### src/rtl/z80_mcycle_sequencer_pkg.sv
// rtl/z80_mcycle_sequencer_pkg.sv - shared encodings for the Z80 M-cycle sequencer
package z80_mcycle_sequencer_pkg;

   // Machine-cycle request types
   localparam logic [2:0] CYCLE_NONE     = 3'd0;
   localparam logic [2:0] CYCLE_M1       = 3'd1;
   localparam logic [2:0] CYCLE_RDWR_MEM = 3'd2;

   // Sequencer T-state encodings; the formal harness references these names
   typedef enum logic [2:0] {
      TSTATE_IDLE = 3'd0,
      TSTATE_T1   = 3'd1,
      TSTATE_T2   = 3'd2,
      TSTATE_TW   = 3'd3,
      TSTATE_T3   = 3'd4,
      TSTATE_T4   = 3'd5
   } tstate_t;

   // Only real bus cycles are accepted; CYCLE_NONE and unused codes are ignored
   function automatic logic is_valid_cycle(input logic [2:0] t);
      return (t == CYCLE_M1) || (t == CYCLE_RDWR_MEM);
   endfunction

endpackage

### src/rtl/z80_mcycle_sequencer.sv
// rtl/z80_mcycle_sequencer.sv - Z80 machine-cycle bus sequencer (M1/read/write)
module z80_mcycle_sequencer
   import z80_mcycle_sequencer_pkg::*;
#(
   parameter int WAIT_CNT_W = 8
) (
   input  logic                  clk,
   input  logic                  reset_n,
   input  logic                  start,
   input  logic [2:0]            cycle_type,
   input  logic                  write,
   input  logic [15:0]           addr,
   input  logic [7:0]            wdata,
   input  logic [15:0]           refresh_addr,
   input  logic                  wait_n,
   input  logic [7:0]            bus_din,
   output logic [15:0]           bus_addr,
   output logic [7:0]            bus_dout,
   output logic                  mreq_n,
   output logic                  rd_n,
   output logic                  wr_n,
   output logic                  m1_n,
   output logic                  rfsh_n,
   output logic                  ready,
   output logic                  done,
   output logic [7:0]            rdata,
   output logic [WAIT_CNT_W-1:0] tcycles,
   output logic [2:0]            cur_type
);

   tstate_t               r_state;
   tstate_t               w_next_state;
   logic [2:0]            r_type;
   logic                  r_write;
   logic [15:0]           r_addr;
   logic [15:0]           r_refresh_addr;
   logic [7:0]            r_wdata;
   logic [7:0]            r_rdata;
   logic [WAIT_CNT_W-1:0] r_tcnt;
   logic [WAIT_CNT_W-1:0] r_tcycles;
   logic                  w_is_m1;
   logic                  w_done_state;
   logic                  w_ready;
   logic                  w_accept;

   assign w_is_m1      = (r_type == CYCLE_M1);
   // The final T-state of a cycle: T4 for M1, T3 for plain memory cycles
   assign w_done_state = (r_state == TSTATE_T4) || ((r_state == TSTATE_T3) && !w_is_m1);
   assign w_ready      = (r_state == TSTATE_IDLE) || w_done_state;
   assign w_accept     = start && w_ready && is_valid_cycle(cycle_type);

   assign ready    = w_ready;
   assign done     = w_done_state;
   assign rdata    = r_rdata;
   assign tcycles  = r_tcycles;
   assign cur_type = (r_state == TSTATE_IDLE) ? CYCLE_NONE : r_type;

   // T-state register
   always_ff @(posedge clk or negedge reset_n) begin
      if (!reset_n) r_state <= TSTATE_IDLE;
      else          r_state <= w_next_state;
   end

   // Next T-state and bus strobe decode from the registered state
   always_comb begin
      w_next_state = r_state;
      mreq_n       = 1'b1;
      rd_n         = 1'b1;
      wr_n         = 1'b1;
      m1_n         = 1'b1;
      rfsh_n       = 1'b1;
      bus_addr     = '0;
      bus_dout     = '0;

      case (r_state)
         TSTATE_IDLE: if (w_accept) w_next_state = TSTATE_T1;
         TSTATE_T1:   w_next_state = TSTATE_T2;
         TSTATE_T2,
         TSTATE_TW:   w_next_state = wait_n ? TSTATE_T3 : TSTATE_TW;
         TSTATE_T3:   w_next_state = w_is_m1 ? TSTATE_T4 :
                                     (w_accept ? TSTATE_T1 : TSTATE_IDLE);
         TSTATE_T4:   w_next_state = w_accept ? TSTATE_T1 : TSTATE_IDLE;
         default:     w_next_state = TSTATE_IDLE;
      endcase

      if (r_state != TSTATE_IDLE) begin
         if (w_is_m1) begin
            if ((r_state == TSTATE_T3) || (r_state == TSTATE_T4)) begin
               // Refresh half of the opcode fetch drives {I,R}
               mreq_n   = 1'b0;
               rfsh_n   = 1'b0;
               bus_addr = r_refresh_addr;
            end else begin
               mreq_n   = 1'b0;
               rd_n     = 1'b0;
               m1_n     = 1'b0;
               bus_addr = r_addr;
            end
         end else if (r_state != TSTATE_T4) begin
            mreq_n   = 1'b0;
            bus_addr = r_addr;
            if (r_write) begin
               bus_dout = r_wdata;
               wr_n     = (r_state == TSTATE_T1);
            end else begin
               rd_n     = 1'b0;
            end
         end
      end
   end

   // Request capture on acceptance
   always_ff @(posedge clk or negedge reset_n) begin
      if (!reset_n) begin
         r_type         <= CYCLE_NONE;
         r_write        <= 1'b0;
         r_addr         <= '0;
         r_wdata        <= '0;
         r_refresh_addr <= '0;
      end else if (w_accept) begin
         r_type         <= cycle_type;
         r_write        <= write;
         r_addr         <= addr;
         r_wdata        <= wdata;
         r_refresh_addr <= refresh_addr;
      end
   end

   // Saturating T-state counter and completed-cycle length
   always_ff @(posedge clk or negedge reset_n) begin
      if (!reset_n) begin
         r_tcnt    <= '0;
         r_tcycles <= '0;
      end else begin
         if (w_accept)
            r_tcnt <= WAIT_CNT_W'(1);
         else if ((r_state != TSTATE_IDLE) && (r_tcnt != '1))
            r_tcnt <= r_tcnt + WAIT_CNT_W'(1);
         if (w_done_state)
            r_tcycles <= r_tcnt;
      end
   end

   // Read data latch: opcode entering T3, memory read leaving T3
   always_ff @(posedge clk or negedge reset_n) begin
      if (!reset_n) begin
         r_rdata <= '0;
      end else if (w_is_m1 && ((r_state == TSTATE_T2) || (r_state == TSTATE_TW)) && wait_n) begin
         r_rdata <= bus_din;
      end else if (!w_is_m1 && !r_write && (r_state == TSTATE_T3)) begin
         r_rdata <= bus_din;
      end
   end

endmodule

### config.mk
export PLATFORM = sky130hd
export DESIGN_NAME = z80_mcycle_sequencer
export DESIGN_NICKNAME = d
export VERILOG_FILES = /design/src/rtl/z80_mcycle_sequencer_pkg.sv /design/src/rtl/z80_mcycle_sequencer.sv
export SDC_FILE = /design/constraint.sdc
export NUM_CORES = 1
export LEC_CHECK = 0
export CAP_MARGIN = 30
export CORE_ASPECT_RATIO = 0.7
export CORE_UTILIZATION = 46
export DETAILED_ROUTE_END_ITERATION = 16
export HOLD_SLACK_MARGIN = 0.02
export PLACE_DENSITY = 0.87
export SETUP_SLACK_MARGIN = 0.5
export SLEW_MARGIN = 20
export SYNTH_ARGS = -nofsm -noshare
export SYNTH_HDL_FRONTEND = slang
export SYNTH_SLANG_ARGS = --single-unit
### constraint.sdc
create_clock -name clk -period 2 [get_ports clk]
set_input_delay 0.2 -clock clk [delete_from_list [all_inputs] [get_ports clk]]
set_output_delay 0.2 -clock clk [all_outputs]
set_load 0.03 [all_outputs]
==> results.tsv <==
metric	value	unit
outcome	finished with violations	
failing checks	negative setup slack	
pre-CTS setup slack	-0.0408	ns
latest clock arrival within the worst-skew pair	0.35	ns
n_diodes	0	
Core ar.	0.00688	mm^2
worst setup path class	reg -> out	
Routed Antenna Nets	0	
Netlist cell types	37	
first-pass GRT wire length	16.4	mm
I/O Pins	106	
max-slew violation count	0	
Via Count	3061	
largest cells by area after synthesis	dfrtp_1 (53%), mux2_2 (12%), mux2_4 (5.8%)	
gr usage total	28.6	%
1st-iter DRT viols	134	
DP Area	0.00499	mm^2
Die Wd	104	um
Final Wtd Congestion	0.804	
drt wl/cell	20.6	um
TritonCTS clock tree	yes	
worst r2r dst	r_refresh_addr[5]	
grt total ovfl	0	
FF+latch count, synth	71	
mux cell area share after synthesis	20.4	%
CTS buffer count	9	
FF-to-FF path depth	10	
CP endpoint kind	output port	
final setup fails	84	
Slew headroom	68.7	%
max_cap viols	0	
synthesized-area fraction occupied by and/or/nand/nor cells	16.1	%
slack of the critical path	-0.306	ns
# H-tree levels	3	
port bufs	105	
initial antenna violation count	0	
synthesis-to-layout area growth	80.3	%
pin count of the biggest net entering global routing	37	
worst min path class	in -> async	
nets@finish	517	
pin slew with the least headroom to its limit	0.470	ns
final wirelength	11.5	mm
Worst-path clk slew	0.08	ns
chip height	73.3	um
Synth Area in Compound Gates	6.07	%
Pleak	2.69	nW
sequential share of the synthesized area	53.2	%
Avg Cell Area, Syn	11.3	um^2
Post-synth top flop	dfrtp_1	
share of layout cells above drive strength 1	54.2	%
vias in the first global route	3122	
largest family of logic cells by synthesized area	multiplexers	
area leader, netlist	dfrtp_1	
worst r2r src	r_type[0]	
Synth top area share	53.2	%
adder-cell share of the synthesized area	0.375	%
DIE AREA	0.00761	mm^2
fin crit period	2.31	ns
VDD IR-drop max	0.963	mV
Syn Std Cell Area	0.00334	mm^2
RSZ-0062 raised after global routing	yes	
Post-Synth XOR/XNOR Area	0.525	%
Num Clock Sinks	71	
Final Hold Vio Count	0	
clock root cell	clkbuf_8	
Period Utilization, post-route	115	%
Worst Skew	0.0110	ns
Initial Utilization	48.5	%
EDFF count, synth	0	
Post-synth ARST share	100	%
Max clock buf depth	2	
hpwl dp	6.18	mm
Post-Syn Nets	353	
Via density	5.48	
Warnings, synthesis	0	
Cell Rows	25	
maximum clock frequency	434	MHz
crit path launch type	flop	
Post-Syn Instances	296	
reg-to-reg slack, setup	-0.25	ns
Max FO, Critical Path	8	
TritonRoute pass-1 iters	5	
# DRC	0	
fin area	0.00602	mm^2
power per cell area	1780	mW/mm^2
Worst Path Arrival	2.11	ns
Worst Path Required	1.80	ns
==> cell families after synthesis <==
family / count (synthesis)
buffers and inverters: 20
AND/OR/NAND/NOR: 112
flip-flops: 71
AO/OA/AOI/OAI: 33
multiplexers: 57
adder cells (fa/ha/maj): 1
XOR/XNOR: 2
==> stage by stage <==
step	std cells	util [%]	hold WS (ns)	setup TNS, ns	total power, mW
after global routing	559	87.5	0.369	-18.67	11.2
after global placement	506	72.5	0.178	0	7.80
after CTS	547	84.1	0.356	-9.62	10.1
final	559	87.5	0.341	-15.08	10.7
after detailed placement	506	72.5	0.183	-0.708	7.95
after floorplan	296	-	-0.0956	0	6.37
==> cell usage after synthesis, drive strengths merged (3+ instances only) <==
cell type / n
nand3: 20
a21oi: 20
dfrtp: 71
inv: 3
clkbuf: 4
nand2: 50
and2: 11
nor2: 11
mux2i: 7
o21ai: 6
mux2: 50
buf: 12
nor3: 6
==> layout make-up <==
cell class | instances | area, um^2
Clock inverter | 6 | 68.8
Fill cell | 298 | 862
Multi-Input combinational cell | 205 | 2030
Clock buffer | 10 | 138
Inverter | 4 | 31.3
Timing Repair Buffer | 169 | 1850
Tap cell | 94 | 118
Sequential cell | 71 | 1780
==> per-layer routing <==
layer  vias up  part of all wire (%)  GRT usage [%]
met5         -                     0              0
met4         0                   2.9           12.1
met3        30                   7.5           7.28
met2       169                    48           46.6
met1      1508                    41           36.9
li1       1354                     -              -
==> power by group <==
part           internal, mW  total, mW  switching (mW)
Sequential             2.14       2.75           0.613
Clock                 0.614       1.19           0.580
Combinational          3.36       6.76            3.40
Total                  6.11       10.7            4.60
==> worst max path at each step <==
stage | startpoint | endpoint | slack, ns | depth (start not counted)
floorplan | r_type[2] | bus_addr[11] | 0.11 | 6
global placement | r_type[2] | rdata[2] | 0.01 | 4
detailed placement | r_type[2] | rdata[6] | -0.04 | 4
CTS | r_type[1] | bus_addr[15] | -0.20 | 7
global route | r_state[2] | bus_addr[7] | -0.34 | 8
finish | r_state[2] | bus_addr[7] | -0.31 | 8
==> state kept, by name, indices dropped and copies added, names as in the netlist <==
signal / flops
r_addr: 16
r_refresh_addr: 16
r_state: 3
r_tcnt: 8
r_type: 3
r_wdata: 8
r_write: 1
rdata: 8
tcycles: 8
==> repair_timing <==
item                       in CTS  in global routing
gates cloned                    4                  0
setup buffers                  20                 12
pin swaps                      17                 13
hold endpoints to repair       34                  0
setup endpoints to repair     119                103
hold buffers                    1                  0
gates resized for setup       134                 36
==> cell usage in the layout (no fill, tap or decap), drive strengths merged, types with 3 or more instances in the layout <==
master	instances
dfrtp	71
o21ai	6
dlygate4sd2	16
mux2i	7
nor2	11
inv	3
clkdlybuf4s50	54
nor3	6
a21oi	20
mux2	50
buf	97
clkinvlp	5
and2	11
nand3	20
nand2	50
clkbuf	10
==> worst max-delay path, cell delays in order (launching register included) <==
cell        delay [ns]
dfrtp_1           0.43
buf_6             0.19
clkinvlp_4        0.17
nor3_4            0.25
buf_6             0.16
buf_12            0.14
nand2_1           0.11
a21oi_4           0.15
buf_6             0.15
Note: power is estimated with default switching activity, not from simulation.
